<file path="config.mk">
export PLATFORM = sky130hd
export DESIGN_NAME = univ_shift_reg
export DESIGN_NICKNAME = d
export VERILOG_FILES = /design/src/rtl/univ_shift_reg_pkg.sv /design/src/rtl/univ_shift_reg_shift_counter.sv /design/src/rtl/univ_shift_reg.sv
export SDC_FILE = /design/constraint.sdc
export NUM_CORES = 1
export LEC_CHECK = 0
export ABC_AREA = 1
export CAP_MARGIN = 15
export CORE_MARGIN = 8
export CORE_UTILIZATION = 47
export CTS_BUF_LIST = sky130_fd_sc_hd__clkbuf_8
export DETAILED_ROUTE_END_ITERATION = 8
export PLACE_DENSITY_LB_ADDON = 0.3
export SETUP_SLACK_MARGIN = 0.02
export SLEW_MARGIN = 20
export SYNTH_ARGS = -nofsm -noshare
export SYNTH_HDL_FRONTEND = slang
export SYNTH_SLANG_ARGS = --single-unit
</file>
<file path="constraint.sdc">
create_clock -name clk -period 2.55 [get_ports clk]
set_input_delay 0.3825 -clock clk [delete_from_list [all_inputs] [get_ports clk]]
set_output_delay 0.3825 -clock clk [all_outputs]
set_load 0.02 [all_outputs]
</file>
<file path="src/rtl/univ_shift_reg_pkg.sv">
// Mode encodings and shift-op classification shared by the register, its counter and the bench.
package univ_shift_reg_pkg;

  typedef enum logic [2:0] {
    MODE_HOLD = 3'b000,
    MODE_SHR  = 3'b001,
    MODE_SHL  = 3'b010,
    MODE_LOAD = 3'b011,
    MODE_ROR  = 3'b100,
    MODE_ROL  = 3'b101,
    MODE_ASR  = 3'b110,
    MODE_CLR  = 3'b111
  } mode_e;

  // Shift ops advance the word counter; LOAD and CLR restart it.
  function automatic logic is_shift_op(input logic [2:0] m);
    return (m == MODE_SHR) || (m == MODE_SHL) || (m == MODE_ROR) ||
           (m == MODE_ROL) || (m == MODE_ASR);
  endfunction

  function automatic logic is_restart_op(input logic [2:0] m);
    return (m == MODE_LOAD) || (m == MODE_CLR);
  endfunction

endpackage

</file>
<file path="src/rtl/univ_shift_reg_shift_counter.sv">
// Counts shift ops modulo WIDTH; done is a registered pulse the cycle after the WIDTH-th shift.
module shift_counter #(
  parameter int WIDTH = 8
) (
  input  logic clk,
  input  logic syncReset_n,
  input  logic en,
  input  logic inc,
  input  logic clr,
  output logic done
);

  localparam int CNT_W = $clog2(WIDTH);
  localparam logic [CNT_W-1:0] LAST = CNT_W'(WIDTH - 1);

  logic [CNT_W-1:0] count_q, count_d;
  logic             done_q, done_d;

  always_comb begin
    count_d = count_q;
    done_d  = 1'b0;
    if (en) begin
      if (clr) begin
        count_d = '0;
      end else if (inc) begin
        if (count_q == LAST) begin
          count_d = '0;
          done_d  = 1'b1;
        end else begin
          count_d = count_q + 1'b1;
        end
      end
    end
  end

  always_ff @(posedge clk) begin
    if (!syncReset_n) begin
      count_q <= '0;
      done_q  <= 1'b0;
    end else begin
      count_q <= count_d;
      done_q  <= done_d;
    end
  end

  assign done = done_q;

endmodule

</file>
<file path="src/rtl/univ_shift_reg.sv">
// WIDTH-bit universal shift register (hold/shift/rotate/ASR/load/clear) with word-boundary pulse.
module univ_shift_reg #(
  parameter int              WIDTH     = 8,
  parameter logic [WIDTH-1:0] RESET_VAL = '0
) (
  input  logic             clk,
  input  logic             syncReset_n,
  input  logic             en,
  input  logic [2:0]       mode,
  input  logic [WIDTH-1:0] D,
  input  logic             serInMsb,
  input  logic             serInLsb,
  output logic [WIDTH-1:0] Q,
  output logic             serOutMsb,
  output logic             serOutLsb,
  output logic             shiftDone
);

  import univ_shift_reg_pkg::*;

  logic [WIDTH-1:0] q_q, q_d;

  always_comb begin
    q_d = q_q;
    case (mode)
      MODE_HOLD: q_d = q_q;
      MODE_SHR:  q_d = {serInMsb, q_q[WIDTH-1:1]};
      MODE_SHL:  q_d = {q_q[WIDTH-2:0], serInLsb};
      MODE_LOAD: q_d = D;
      MODE_ROR:  q_d = {q_q[0], q_q[WIDTH-1:1]};
      MODE_ROL:  q_d = {q_q[WIDTH-2:0], q_q[WIDTH-1]};
      MODE_ASR:  q_d = {q_q[WIDTH-1], q_q[WIDTH-1:1]};
      MODE_CLR:  q_d = '0;  // clears to zero, not RESET_VAL
      default:   q_d = q_q;
    endcase
  end

  always_ff @(posedge clk) begin
    if (!syncReset_n) begin
      q_q <= RESET_VAL;
    end else if (en) begin
      q_q <= q_d;
    end
  end

  shift_counter #(.WIDTH(WIDTH)) u_cnt (
    .clk         (clk),
    .syncReset_n (syncReset_n),
    .en          (en),
    .inc         (is_shift_op(mode)),
    .clr         (is_restart_op(mode)),
    .done        (shiftDone)
  );

  assign Q         = q_q;
  assign serOutMsb = q_q[WIDTH-1];
  assign serOutLsb = q_q[0];

endmodule

</file>
# Word level (Yosys, flattened, before mapping)
# Index checks and enable logic that the tools add are counted.
# word_totals
word_cells	34
mem_bits_ro	0
latchBits	0
memories	0
register_bits	12
ramBits	0
in_bits	16
out_inout_bits	11
# classes
div_mod_pow	0
mux	5
reduce_logical	11
n_shift	0
order_cmp	0
addsub	1
n_eq_ne	8
bitwise_logic	5
n_mul	0
# op_table
operator	count
$pmux 8 s7	1
$eq 3x3->1 const B	5
$mux 3	3
$eq 3x2->1 const B	2
$logic_or 1x1->1	5
$not 1->1	5
$reduce_and 2->1	2
$reduce_or 4->1	1
$add 3x1->3 const B	1
$eq 3x1->1 const B	1
$logic_not 3->1	1
$reduce_and 3->1	1
$reduce_bool 2->1	1
$mux 1	1

# Depth between registers and ports, before layout
# Gate-level depths: netlist of run 1.
# depth
depth_word	7
mapped_depth	7
ltp_nobuf	7

# Hierarchy
# From an unflattened synthesis of run 1, not the netlist that was laid out.
# hier_totals
hier_cells	126
area_unflattened_um2	797.0
# modules_own_cells
mod	cells_per_inst	area_per_inst_um2	n_inst	seq_area_each_um2
univ_shift_reg	98	589.3	1	160.2
shift_counter	28	207.7	1	80.1

# Worst setup path before layout of run 1
# No wires, ideal clock.
# synth_path
kind	reg-to-output
from	register q_q[7] (netlist: Q[7])
to	output Q[7]
n_path_buf	1
setup_slack_ps	1508
t_required_ps	2168
stages_incl_launch_ff	2
arrival_ps	659
path_cell_list	dfxtp_1 buf_4
# synth_rtl
element	line	rtl
from (decl)	univ_shift_reg.sv:21	logic [WIDTH-1:0] q_q, q_d;
from (signal assigned)	univ_shift_reg.sv:42	q_q <= q_d;
to (decl)	univ_shift_reg.sv:13	output logic [WIDTH-1:0] Q,
# No word-level cell between the ends.

# Worst setup path in the final report of run 1
# layout_path
from	register q_q[0] (netlist: Q[0])
to	output Q[0]
# No word-level cell between the ends.

==> run_results.csv, run 1 <==
group,metric,value,unit
sta,whs,0.488,ns
layout,nets,136,
logic_synthesis,netlist_area,666,um2
hold_path,holdCritPathClass,"reg -> reg",
clock_network,cts_setup_buffers,0,
logic_synthesis,yosys_warnings,0,
layout,finalNonFillerCells,132,
clock_network,clock_latency,0.24,ns
placed_design,hpwlAfterDp,1390,um
sta,fin_crit,1.67,ns
drt,vias_per_cell,5.49,
worst_setup_path,crit_buf_inv,1,
layout,area_growth,45.7,%
sta,rsz0062_at_grt,"no",
sta,slew_viol_final,0,
layout,design_area,970,um2
layout,utilization,0.736,
job,cap_violations,0,
global_routing,grt_pass1_vias,692,
floorplan,die_h,53.6,um
worst_setup_path,criticalPathCategory,"reg -> out",
clock_network,cts_buffer_depth,2,
floorplan,die_x,53.6,um
drt,vias,725,
worst_setup_path,crit_path_end_kind,"output port",
worst_setup_path,crit_fanout,5,
worst_setup_path,critical_path.top_delay_family,"buffers and inverters",
logic_synthesis,synth_area_leaders,"dfxtp_1 (36%), a21oi_1 (12%), nand2_1 (7.9%)",
sta,finalHoldViolations,0,
drt,drc,0,
worst_setup_path,cp.arrival,1.29,ns
sta,fin_setup_tns,0,ns
clock_network,htreeDepth,1,
clock_network,cts.sinks,12,
sta,clock.fmax,599,MHz
logic_synthesis,synth_nets,109,
worst_setup_path,worstPathRequired,2.17,ns
floorplan,die_area,0.00288,mm2
placed_design,pre_cts_ws,0.707,ns
clock_network,post_cts_resized,0,
global_routing,antenna_found_initial,0,
logic_synthesis,synth_top_area_share,0.361,
sta,setup_viol,0,
power_and_ir_drop,power,0.533,mW
outcome,status,"finished, final reports clean",
worst_setup_path,worst_path_max_delay_cell,"clkdlybuf4s50_1",
layout,fill_cells,112,
clock_network,numCtsBuffers,3,
sta,fin_worst_skew,0.00145,ns
logic_synthesis,synth_area_per_cell,7.31,um2
worst_setup_path,worstPathCellList,"clkdlybuf4s50_1",
floorplan,start_util,0.505,
placed_design,placed_cell_area,915,um2
power_and_ir_drop,leakage,0.386,nW
global_routing,grt_start_max_net_pins,12,
logic_synthesis,yosys.area.top_type,"dfxtp_1",
global_routing,grt_pass1_wl,2900,um
placed_design,portBuffers,26,
drt,drtPass1Iterations,4,
floorplan,rows,13,
global_routing,overflow,0,
placed_design,dp_cells,128,
sta,maxSlewHeadroom,0.789,
sta,fin_ws,0.881,ns
layout,drive_above_1_share,0.0940,
layout,num_antenna_cells,0,
drt,ant_nets,0,
drt,drt_iter0_drc,38,
placed_design,gp_congestion,0.880,
drt,wl_per_cell,13.6,um
worst_setup_path,slowest_delay,0.64,ns
floorplan,core-area,0.00132,mm2
sta,tightest_slew,0.315,ns
logic_synthesis,seq_area_frac_synth,0.361,
global_routing,grt.total_usage,0.130,
sta,timing.final.crit_share,0.654,
power_and_ir_drop,irDropWorstVdd,0.428,mV
logic_synthesis,postSynthCellCount,91,
logic_synthesis,synth.distinct_cells,21,
floorplan,ios,27,
clock_network,path_clk_slew,0.05,ns
logic_synthesis,synth-seq-cells,12,
clock_network,root_buffer,"clkbuf_8",
clock_network,hold_buffers,0,
worst_setup_path,critPathLaunchType,"flip-flop",
clock_network,cts_tree,"built",
power_and_ir_drop,power.density,549,mW/mm2
drt,wl,1790,um
## worst paths after layout
kind	start	end	slack [ns]	depth (start not counted)
setup / recovery	Q[0]	Q[0]	0.88	1
hold reg to reg	u_cnt.count_q[0]	u_cnt.count_q[0]	0.49	2
hold / removal	u_cnt.count_q[0]	u_cnt.count_q[0]	0.49	2
setup reg to reg	u_cnt.count_q[0]	u_cnt.count_q[0]	1.46	5
## cell usage after synthesis
| library cell | count |
|---|---|
| a21oi_1 | 16 |
| nand2_1 | 14 |
| dfxtp_1 | 12 |
| nand3_1 | 7 |
| o21ai_0 | 7 |
| a22oi_1 | 6 |
| nor2_1 | 6 |
| inv_1 | 4 |
| buf_4 | 2 |
| ha_1 | 2 |
| inv_2 | 2 |
| nand2_2 | 2 |
| nand4_1 | 2 |
| o21ai_1 | 2 |
| and3_1 | 1 |
| buf_6 | 1 |
| clkbuf_1 | 1 |
| nand2_4 | 1 |
| nor2_4 | 1 |
| nor3_1 | 1 |
| o21ai_2 | 1 |
## power breakdown
group / internal (mW) / switching (mW)
Combinational: 0.0565 / 0.0598
Sequential: 0.199 / 0.0112
Clock: 0.136 / 0.0699
## layout make-up
| type | instances | area, um2 | share of cell area |
|---|---|---|---|
| flip-flops and latches | 12 | 240 | 0.248 |
| repair buffers | 26 | 260 | 0.268 |
| well taps | 15 | 18.8 | 0.0194 |
| inverters | 6 | 22.5 | 0.0232 |
| multi-input cells | 69 | 373 | 0.385 |
| clock buffers | 4 | 55.1 | 0.0568 |
## sequential cells by signal, summed over array words and instances (netlist names)
signal,count
u_cnt.count_q,3
u_cnt.done,1
Q,8
## cells in the final DEF, fill, tap and decap left out, types with 4 or more instances in the layout
cell type	count
nor2_1	6
inv_1	4
dfxtp_1	12
o21ai_0	7
clkdlybuf4s50_1	26
a22oi_1	6
nand2_1	14
a21oi_1	16
clkbuf_8	4
nand3_1	7
## routing by layer
metal	vias up	global-route usage	routed length [um]
met2	37	0.203	786
met1	316	0.156	827
met3	4	0.0358	148
li1	368	-	-
met4	0	0.0756	26
met5	-	0	0
## logic make-up (layout without fill, tap and decap cells)
logic type	count (synthesis)	in the layout	synth area share
AO/OA/AOI/OAI	32	32	0.269
adder cells (fa/ha/maj)	2	2	0.0376
flip-flops	12	12	0.361
buffers and inverters	10	36	0.0789
AND/OR/NAND/NOR	35	35	0.254
## tightest hold or removal path, cell delays in order (launching register included)
cell and delay, ns:
dfxtp_1 0.32, nand2_1 0.06, a21oi_1 0.05
No activity file was read; power rests on OpenSTA's default activity.
==> run 2: changes to the inputs <==
--- a/config.mk
+++ b/config.mk
@@ -8,7 +8,7 @@
 export ABC_AREA = 1
 export CAP_MARGIN = 15
 export CORE_MARGIN = 8
-export CORE_UTILIZATION = 47
+export CORE_UTILIZATION = 43
 export CTS_BUF_LIST = sky130_fd_sc_hd__clkbuf_8
 export DETAILED_ROUTE_END_ITERATION = 8
 export PLACE_DENSITY_LB_ADDON = 0.3
==> constraint.sdc (replaced) <==
create_clock -name clk -period 1.64 [get_ports clk]
set_input_delay 0.246 -clock clk [delete_from_list [all_inputs] [get_ports clk]]
set_output_delay 0.246 -clock clk [all_outputs]
set_load 0.02 [all_outputs]
==> run 2 against run 1 <==
Compared with the run above:
- sequential share of layout area shrank 0.59 points
- global-route usage shrank 1.4 points
- non-clock buffer count up 3
- total power rose by 57%
- clock skew fell by 0.00056 ns
- sequential power grew 56%
- core utilization fell by 6.1 points
- critical path depth is the same
- die area increased by 6.5%
- final cell count increased by 3.0%
- critical path type unchanged
==> run_results.csv, run 2 (synthesis gave the netlist of run 1 again) <==
group,metric,value,unit
global_routing,grt.total_usage,0.116,
sta,slew_viol_final,0,
worst_setup_path,r2r_slack,0.53,ns
outcome,status,"finished, final reports clean",
sta,maxSlewHeadroom,0.781,
clock_network,root_buffer,"clkbuf_8",
clock_network,htreeDepth,1,
drt,ant_nets,0,
power_and_ir_drop,leakage,0.400,nW
worst_setup_path,crit_fanout,5,
floorplan,core-area,0.00147,mm2
clock_network,path_clk_slew,0.05,ns
sta,setup_viol,0,
job,cap_violations,0,
sta,fin_crit,1.52,ns
worst_setup_path,crit_path_end_kind,"output port",
floorplan,ios,27,
layout,area_growth,49.2,%
worst_setup_path,worstPathCellList,"clkdlybuf4s50_1",
placed_design,gp_congestion,0.868,
floorplan,die_h,55.3,um
floorplan,start_util,0.452,
layout,fill_cells,141,
worst_setup_path,worstPathRequired,1.39,ns
sta,timing.final.crit_share,0.927,
sta,finalHoldViolations,0,
sta,fin_ws,0.121,ns
drt,wl_per_cell,13.5,um
worst_setup_path,critPathLaunchType,"flip-flop",
worst_setup_path,slowest_delay,0.64,ns
clock_network,clock_latency,0.24,ns
global_routing,grt_pass1_wl,3080,um
power_and_ir_drop,irDropWorstVdd,0.783,mV
worst_setup_path,crit_buf_inv,1,
placed_design,pre_cts_ws,0.00634,ns
power_and_ir_drop,power.density,840,mW/mm2
drt,vias,745,
hold_path,min_from,"u_cnt.count_q[1]",
layout,regArea,240,um2
clock_network,cts_tree,"built",
global_routing,antenna_found_initial,0,
drt,drt_iter0_drc,18,
placed_design,hpwlAfterDp,1420,um
worst_setup_path,critical_path.top_delay_family,"buffers and inverters",
layout,nets,139,
clock_network,cts_buffer_depth,2,
placed_design,portBuffers,26,
global_routing,grt_pass1_vias,693,
sta,rsz0062_at_grt,"no",
clock_network,cts_setup_buffers,0,
layout,drive_above_1_share,0.117,
layout,multi_input_area,373,um2
worst_setup_path,r2r-start,"u_cnt.count_q[0]",
layout,largest_reg_flops,8,
drt,drc,0,
sta,fin_worst_skew,0.000898,ns
global_routing,grt_start_max_net_pins,12,
sta,fin_setup_tns,0,ns
worst_setup_path,cp.arrival,1.27,ns
sta,tightest_slew,0.327,ns
worst_setup_path,worst_path_max_delay_cell,"clkdlybuf4s50_1",
clock_network,cts.sinks,12,
clock_network,post_cts_resized,0,
clock_network,hold_buffers,0,
floorplan,die_x,55.3,um
sta,clock.fmax,658,MHz
floorplan,rows,14,
drt,vias_per_cell,5.48,
clock_network,numCtsBuffers,3,
worst_setup_path,critPathLaunch,"Q[0]",
global_routing,overflow,0,
layout,layout_common_cells,"clkdlybuf4s50_1 (26), a21oi_1 (16), nand2_1 (14)",
worst_setup_path,criticalPathCategory,"reg -> out",
layout,num_antenna_cells,0,
layout,final_common_cell,"clkdlybuf4s50_1",
floorplan,die_area,0.00306,mm2
drt,drtPass1Iterations,4,
hold_path,holdCritPathClass,"reg -> reg",
drt,wl,1830,um
run 2: changes by cell type in the layout (fill, tap and decap cells not counted):
| cell | before | now |
|---|---|---|
| buf_4 | 0 | 3 |
run 2: worst min-delay path, delay by kind of cell (launching register included):
kind | cells | cell delay, ns
compound gates | 1 | 0.06
simple gates | 1 | 0.07
flops | 1 | 0.31
run 2: per-layer routing:
| metal | up-vias | track usage | wire, um |
|---|---|---|---|
| met4 | 0 | 0.0634 | 46 |
| met3 | 6 | 0.0411 | 152 |
| met5 | - | 0 | 0 |
| met1 | 332 | 0.139 | 800 |
| li1 | 377 | - | - |
| met2 | 30 | 0.176 | 833 |
run 2: final cells by class:
cell class	instances	share of cell area
clock buffer	4	0.0554
inverter	6	0.0227
multi-input combinational	69	0.375
sequential	12	0.242
tap	16	0.0202
timing repair buffer	29	0.285
run 2: power breakdown:
part | switching [mW] | internal [mW] | total (mW)
Sequential | 0.0175 | 0.309 | 0.327
Combinational | 0.0938 | 0.0924 | 0.186
Clock | 0.109 | 0.212 | 0.321
run 2: stage by stage:
step / cells / hold WS, ns / area (um2) / total power [mW] / util
2_1_floorplan: 91 / 0.411 / 666 / 0.426 / -
3_3_place_gp: 132 / 0.469 / 938 / 0.516 / 0.638
3_5_place_dp: 132 / 0.482 / 938 / 0.518 / 0.638
4_1_cts: 136 / 0.489 / 993 / 0.841 / 0.675
5_1_grt: 136 / 0.509 / 993 / 0.875 / 0.675
6_report: 136 / 0.490 / 993 / 0.834 / 0.675
run 2: final timing paths:
path	end	cells after the start
worst max-delay path	serOutLsb	1
worst min register to register	u_cnt.count_q[1]	2
worst max register to register	u_cnt.count_q[0]	5
worst min-delay path	u_cnt.count_q[1]	2
==> run 3: changes to the inputs <==
==> constraint.sdc (replaced) <==
create_clock -name clk -period 1.5 [get_ports clk]
set_input_delay 0.225 -clock clk [delete_from_list [all_inputs] [get_ports clk]]
set_output_delay 0.225 -clock clk [all_outputs]
set_load 0.02 [all_outputs]
==> run 3 against run 2 <==
Compared with the run above:
- non-clock buffer count up 4
- design area up 3.8%
- die area unchanged
- critical path type unchanged
- largest cell class unchanged
- largest power group unchanged
==> run_results.csv, run 3 (synthesis gave the netlist of run 1 again) <==
group,metric,value,unit
floorplan,ios,27,
floorplan,start_util,0.452,
placed_design,portBuffers,26,
floorplan,die_h,55.3,um
drt,wl,1930,um
global_routing,overflow,0,
power_and_ir_drop,irDropWorstVdd,0.616,mV
worst_setup_path,cp.arrival,1.15,ns
global_routing,antenna_found_initial,0,
worst_setup_path,worst_path_max_delay_cell,"clkdlybuf4s50_1",
worst_setup_path,crit_buf_inv,1,
global_routing,grt_pass1_wl,3110,um
floorplan,core-area,0.00147,mm2
power_and_ir_drop,intPower,0.669,mW
drt,drtPass1Iterations,4,
drt,ant_nets,0,
layout,largest_reg_flops,8,
floorplan,die_area,0.00306,mm2
placed_design,gp_congestion,0.879,
outcome,status,"finished, final reports clean",
placed_design,dp_cells,136,
global_routing,grt_start_max_net_pins,12,
power_and_ir_drop,power.density,887,mW/mm2
clock_network,numCtsBuffers,3,
placed_design,hpwlAfterDp,1400,um
layout,finalNonFillerCells,140,
floorplan,rows,14,
sta,fin_worst_skew,0.00154,ns
global_routing,grt.total_usage,0.117,
layout,drive_above_1_share,0.153,
clock_network,root_buffer,"clkbuf_8",
layout,area_growth,54.9,%
sta,timing.final.crit_share,0.916,
clock_network,clock_latency,0.24,ns
layout,final_common_cell,"a21oi_1",
power_and_ir_drop,swShare,0.268,
job,cap_violations,0,
drt,vias_per_cell,5.55,
drt,vias,777,
clock_network,hold_buffers,0,
global_routing,grt_pass1_vias,720,
layout,layout_common_cells,"a21oi_1 (16), clkdlybuf4s50_1 (15), nand2_1 (14)",
drt,drt_iter0_drc,33,
worst_setup_path,worstPathRequired,1.27,ns
clock_network,cts.sinks,12,
sta,setup_viol,0,
sta,maxSlewHeadroom,0.781,
layout,num_antenna_cells,0,
hold_path,holdCritPathClass,"reg -> reg",
clock_network,htreeDepth,1,
sta,fin_setup_tns,0,ns
worst_setup_path,slowest_delay,0.61,ns
worst_setup_path,crit_path_end_kind,"output port",
worst_setup_path,worstPathCellList,"clkdlybuf4s50_1",
clock_network,post_cts_resized,6,
power_and_ir_drop,p_switching,0.245,mW
clock_network,path_clk_slew,0.05,ns
sta,fin_crit,1.37,ns
layout,nets,143,
drt,wl_per_cell,13.8,um
power_and_ir_drop,seqPwrFrac,0.390,
clock_network,cts_buffer_depth,2,
sta,rsz0062_at_grt,"no",
sta,finalHoldViolations,0,
power_and_ir_drop,combPwrFrac,0.225,
clock_network,cts_setup_buffers,0,
floorplan,die_x,55.3,um
drt,drc,0,
worst_setup_path,crit_fanout,1,
worst_setup_path,critical_path.top_delay_family,"buffers and inverters",
power_and_ir_drop,leakage,0.514,nW
power_and_ir_drop,clockPowerShare,0.385,
sta,slew_viol_final,0,
sta,tightest_slew,0.328,ns
clock_network,cts_tree,"built",
worst_setup_path,critPathLaunchType,"flip-flop",
sta,clock.fmax,728,MHz
worst_setup_path,criticalPathCategory,"reg -> out",
## run 3: power by group through the flow
stage / registers [mW] / clock network (mW) / logic [mW]
5_1_grt: 0.359 / 0.368 / 0.222
4_1_cts: 0.357 / 0.356 / 0.206
2_1_floorplan: 0.378 / 0 / 0.0872
3_3_place_gp: 0.364 / 0 / 0.209
3_5_place_dp: 0.363 / 0 / 0.211
6_report: 0.357 / 0.352 / 0.205
## run 3: final timing paths
check,from,slack (ns),end,depth (start not counted)
setup / recovery,u_cnt.done,0.13,shiftDone,1
hold / removal,u_cnt.count_q[2],0.49,u_cnt.count_q[2],2
setup reg to reg,u_cnt.count_q[0],0.43,u_cnt.count_q[0],5
hold reg to reg,u_cnt.count_q[2],0.49,u_cnt.count_q[2],2
## run 3: layout make-up
cell class	instances	area (um2)
fillers	130	440
multi-input cells	69	375
repair buffers	33	318
flip-flops and latches	12	240
clock buffers	4	55.1
inverters	6	22.5
well taps	16	20.0
## run 3: per-layer routing
metal,part of all wire,wire length (um),vias to the layer above,GRT usage
met4,0.012,23,0,0.0634
met2,0.46,898,40,0.186
met3,0.079,153,4,0.0365
met5,0,0,-,0
li1,-,-,382,-
met1,0.44,858,351,0.135
## run 3: metrics by stage
| step | hold slack [ns] | total power [mW] | util | worst slack [ns] | instance area [um2] |
|---|---|---|---|---|---|
| floorplan | 0.390 | 0.466 | - | 0.510 | 666 |
| global placement | 0.469 | 0.573 | 0.658 | -0.0768 | 968 |
| detailed placement | 0.477 | 0.574 | 0.658 | -0.126 | 968 |
| CTS | 0.485 | 0.919 | 0.690 | 0.0317 | 1020 |
| global route | 0.511 | 0.949 | 0.701 | 0.0511 | 1030 |
| finish | 0.485 | 0.914 | 0.701 | 0.126 | 1030 |
## run 3: tightest hold or removal path: stages (launching register included)
cell	delay (ns)
dfxtp_1	0.31
nand3_1	0.07
o21ai_1	0.05
